### config.mk
export PLATFORM = sky130hd
export DESIGN_NAME = fetch_stage
export DESIGN_NICKNAME = d
export VERILOG_FILES = /design/src/rtl/fetch_stage.sv
export SDC_FILE = /design/constraint.sdc
export NUM_CORES = 1
export LEC_CHECK = 0
export ABC_CLOCK_PERIOD_IN_PS = 9200
export CORE_UTILIZATION = 45
export DETAILED_ROUTE_END_ITERATION = 12
export PLACE_DENSITY = 0.82
export SYNTH_ARGS = -nofsm -noshare
export SYNTH_HDL_FRONTEND = slang
export SYNTH_SLANG_ARGS = --single-unit
### constraint.sdc
create_clock -name clk -period 9.2 [get_ports clk]
set_clock_uncertainty 0.2 [all_clocks]
set_input_delay 2.3 -clock clk [delete_from_list [all_inputs] [get_ports clk]]
set_output_delay 2.3 -clock clk [all_outputs]
set_load 0.005 [all_outputs]
### src/rtl/fetch_stage.sv
// Instruction-fetch stage: owns the PC, fetches over a variable-latency req/ack
// handshake, holds the instruction for the decoder and forms the next PC on commit.
module fetch_stage #(
  parameter int                      INST_BIT_WIDTH = 32,
  parameter int                      ADDR_WIDTH     = 32,
  parameter logic [ADDR_WIDTH-1:0]   RESET_PC       = ADDR_WIDTH'(32'h0000_0040)
) (
  input  logic                       clk,
  input  logic                       rst_n,
  output logic                       imem_req,
  output logic [ADDR_WIDTH-1:0]      imem_addr,
  input  logic                       imem_ack,
  input  logic [INST_BIT_WIDTH-1:0]  imem_rdata,
  output logic [INST_BIT_WIDTH-1:0]  inst,
  output logic                       inst_valid,
  output logic [ADDR_WIDTH-1:0]      pc_out,
  output logic [ADDR_WIDTH-1:0]      pc_plus4,
  input  logic                       commit,
  input  logic [1:0]                 nextpc_mux,
  input  logic [15:0]                imm,
  input  logic [ADDR_WIDTH-1:0]      src1_data,
  output logic                       fault
);

  typedef enum logic [1:0] {
    IDLE  = 2'b00,
    REQ   = 2'b01,
    ISSUE = 2'b10,
    HALT  = 2'b11
  } state_t;

  localparam logic [ADDR_WIDTH-1:0] FOUR = ADDR_WIDTH'(4);

  state_t                      state_q, state_d;
  logic [ADDR_WIDTH-1:0]       pc_q, pc_d;
  logic [INST_BIT_WIDTH-1:0]   inst_q, inst_d;
  logic                        inst_valid_q, inst_valid_d;
  logic                        imem_req_q, imem_req_d;
  logic                        fault_q, fault_d;

  logic [ADDR_WIDTH-1:0]       seq_pc;
  logic [ADDR_WIDTH-1:0]       sext;
  logic [ADDR_WIDTH-1:0]       target;

  assign seq_pc = pc_q + FOUR;

  // Word offset: immediate counts instructions, so scale by 4 after sign extension.
  assign sext = ADDR_WIDTH'($signed(imm)) << 2;

  always_comb begin
    case (nextpc_mux)
      2'b01:   target = seq_pc + sext;
      2'b10:   target = src1_data + sext;
      default: target = seq_pc;
    endcase
  end

  // NOTE: every next-state signal gets its hold value first so no path leaves
  // one unassigned, which would otherwise infer a latch.
  always_comb begin
    state_d      = state_q;
    pc_d         = pc_q;
    inst_d       = inst_q;
    inst_valid_d = inst_valid_q;
    imem_req_d   = imem_req_q;
    fault_d      = fault_q;

    case (state_q)
      IDLE: begin
        imem_req_d = 1'b1;
        state_d    = REQ;
      end

      REQ: begin
        if (imem_ack && imem_req_q) begin
          inst_d       = imem_rdata;
          inst_valid_d = 1'b1;
          imem_req_d   = 1'b0;
          state_d      = ISSUE;
        end
      end

      ISSUE: begin
        if (commit) begin
          inst_valid_d = 1'b0;
          if (target[1:0] == 2'b00) begin
            pc_d       = target;
            imem_req_d = 1'b1;
            state_d    = REQ;
          end else begin
            // Misaligned target: stop fetching and leave pc pointing at the culprit.
            fault_d = 1'b1;
            state_d = HALT;
          end
        end
      end

      HALT: begin
        imem_req_d   = 1'b0;
        inst_valid_d = 1'b0;
        fault_d      = 1'b1;
      end

      default: state_d = IDLE;
    endcase
  end

  // NOTE: sequential state uses non-blocking assignments so all registers update
  // together from values sampled before the edge.
  always_ff @(posedge clk) begin
    if (!rst_n) begin
      state_q      <= IDLE;
      pc_q         <= RESET_PC;
      // NOTE: the instruction holding register is reset too, so the decoder sees
      // a defined zero word rather than stale data after reset.
      inst_q       <= '0;
      inst_valid_q <= 1'b0;
      imem_req_q   <= 1'b0;
      fault_q      <= 1'b0;
    end else begin
      state_q      <= state_d;
      pc_q         <= pc_d;
      inst_q       <= inst_d;
      inst_valid_q <= inst_valid_d;
      imem_req_q   <= imem_req_d;
      fault_q      <= fault_d;
    end
  end

  assign imem_req   = imem_req_q;
  assign imem_addr  = pc_q;
  assign inst       = inst_q;
  assign inst_valid = inst_valid_q;
  assign pc_out     = pc_q;
  assign pc_plus4   = seq_pc;
  assign fault      = fault_q;

endmodule
==> flow_metrics.tcl <==
set metrics [dict create \
    status "complete, no violations" \
    post-cts-setup-buffers 0 \
    grt-ovfl-total 0 \
    finalHoldViolCount 0 \
    post-route-period-util 0.662 \
    setup_viol 0 \
    ir_worst_vdd_mv 0.0878 \
    synth.area.mux_share 0.0603 \
    cts_hold_buffers 0 \
    fin_setup_tns_ns 0 \
    vias_per_cell 5.66 \
    min_period_ns 6.09 \
    grt_usage 0.269 \
    crit_fanout 34 \
    end_kind "register" \
    synth_top_family_by_area "compound AO/OA/AOI/OAI gates" \
    placementRows 40 \
    detail-route-antenna-nets 0 \
    die_y_um 115 \
    ys_ff_latch 69 \
    synthAdderAreaFrac 0.0996 \
    place_congestion 0.904 \
    cp-start-kind "input pin" \
    dp_hpwl_um 12900 \
    synthArstFlopShare 0 \
    core_area_um2 12200 \
    dr.pass1.iters 5 \
    critPathKind "input pin to register" \
    cts_tree "built" \
    syn-num-nets 872 \
    drt_iter0_markers 420 \
    drc_errors 0 \
    fin_total_pwr_mw 1.10 \
    num_antenna_cells 0 \
    p_per_area_nw_per_um2 137 \
    slew_headroom 0.251 \
    power.leakage_nw 3.17 \
    synth_compound_area_frac 0.234 \
    yosys.area_share.simple 0.205 \
    cts_resized 0 \
    tightest_slew_ns 1.12 \
    cts_root_buffer "clkbuf_16" \
    vias 6110 \
    die-area_um2 13200 \
    yosysSeqAreaShare 0.241 \
    cts_buffers 9 \
    synth_xor_area_frac 0.0688 \
    final_net_count 1038 \
    die_w_um 115 \
    synthesis.area_um2 5730 \
    grt_pass1_vias 5839 \
    initial_core_util 0.469 \
    antenna_found_initial 0 \
    maxSlewViolCount 0 \
    num_io_pins 217 \
    required_ns 9.21 \
    syn_area_per_cell_um2 7.73 \
    clkSinkCount 69 \
    synth_edf_count 0 \
    clkLatencyLatePin_ns 0.34 \
    htree_levels 3 \
    yosys.cell_types.count 65 \
    final_common_cell "clkdlybuf4s50_1" \
    arrival_ns 6.10 \
    synth_flop_cell "dfxtp_1" \
    mostFrequentLayoutCells "clkdlybuf4s50_1 (216), nand2_1 (110), a21oi_1 (82), dfxtp_1 (69), nor2_1 (50)" \
    fmax_mhz 164 \
    wl_per_cell_um 16.4 \
    yosys_warnings 0 \
    io_buffers 216 \
    grt_max_degree 38 \
    max_cap_violations 0 \
    hold_class "register to register" \
    drt-total-wl_um 17800 \
    syn2layout_area_growth_pct 40.9 \
    drive_gt1_frac 0.0746 \
    synthCells 741 \
    clockBufferDepth 2 \
    clk_pin_slew_ns 0.06 \
    grt_pass1_wl_um 28400 \
    rsz0062_at_grt "false" \
]
[per-layer routing]
| layer | track usage | up-vias | routed length [µm] |
|---|---|---|---|
| met1 | 0.341 | 2784 | 7530 |
| li1 | - | 2983 | - |
| met2 | 0.460 | 307 | 8310 |
| met4 | 0.0883 | 0 | 367 |
| met3 | 0.0501 | 36 | 1550 |
| met5 | 0 | - | 0 |
[registers in the layout, summed over array words and instances, names as in the netlist]
name / cells
imem_req: 1
state_q: 2
inst_valid: 1
inst: 32
fault: 1
imem_addr: 32
[where the power goes]
| part | internal, mW | switching (mW) |
|---|---|---|
| Sequential | 0.321 | 0.0244 |
| Clock | 0.280 | 0.136 |
| Combinational | 0.175 | 0.168 |
| Total | 0.776 | 0.328 |
[stage by stage]
stage	hold WS, ns	cell area, µm²	setup slack (ns)	std cells	utilization
2_1_floorplan	0.253	5730	3.58	741	-
3_3_place_gp	0.242	7710	2.93	1064	0.632
3_5_place_dp	0.246	7710	2.80	1064	0.632
4_1_cts	0.253	8070	3.11	1080	0.661
5_1_grt	0.271	8070	2.81	1080	0.661
6_report	0.251	8070	3.11	1080	0.661
[worst max-delay path, stage by stage]
cell             delay, ns
clkdlybuf4s50_1       0.42
inv_1                 0.07
ha_1                  0.13
buf_4                 0.40
nand2_1               0.09
o21ai_0               0.10
ha_1                  0.22
inv_1                 0.06
fa_1                  0.39
nand2b_1              0.18
a21oi_1               0.20
o41a_2                0.22
a21oi_2               0.09
nor4b_1               0.50
o2111ai_1             0.23
and3_1                0.18
or3_1                 0.30
[synthesized netlist by cell type, types with 3 or more instances]
cell	count	area (µm²)
a21o_1	13	97.6
o21ai_0	45	225
a31oi_1	7	43.8
a21oi_1	82	410
nand2b_1	5	31.3
nand2_1	110	413
buf_2	4	20.0
dfxtp_1	69	1380
a22oi_1	4	30.0
and3_1	14	87.6
nor2_1	51	191
o31ai_1	5	37.5
clkbuf_1	23	86.3
nand4_1	12	75.1
buf_4	36	270
and2_1	5	31.3
nand3_1	17	85.1
nor3_1	12	60.1
or3_1	4	25.0
ha_1	44	551
o21a_1	8	60.1
mux2_2	28	315
o21bai_1	3	22.5
xnor2_1	31	272
inv_1	16	60.1
clkbuf_8	6	82.6
mux2i_1	3	30.0
xor2_1	14	123
a211oi_1	6	45.0
nor2b_1	6	37.5
and4_1	3	26.3
a221oi_1	11	96.3
[final cells by class]
class / instances / area [µm²]
clock buffer: 11 / 253
clock inverter: 5 / 106
fill: 1092 / 4140
inverter: 16 / 60.1
multi-input combinational: 586 / 3830
sequential: 69 / 1380
tap: 168 / 210
timing repair buffer: 225 / 2230
[path summary, 6_finish.rpt]
check / from / end / slack, ns / cells after the start
max: nextpc_mux[0] / imem_addr[28] / 3.11 / 17
min: inst[0] / inst[0] / 0.25 / 2
max reg2reg: imem_addr[3] / imem_addr[29] / 4.23 / 15
min reg2reg: inst[0] / inst[0] / 0.25 / 2
[kinds of logic (layout without fill, tap and decap cells)]
logic type / after synthesis / in the layout
buf+inv: 86 / 257
compound gates: 214 / 214
fa+ha+maj: 45 / 45
mux: 31 / 31
simple gates: 251 / 251
flops: 69 / 69
xor+xnor: 45 / 45
No activity file was read; power rests on OpenSTA's default activity.
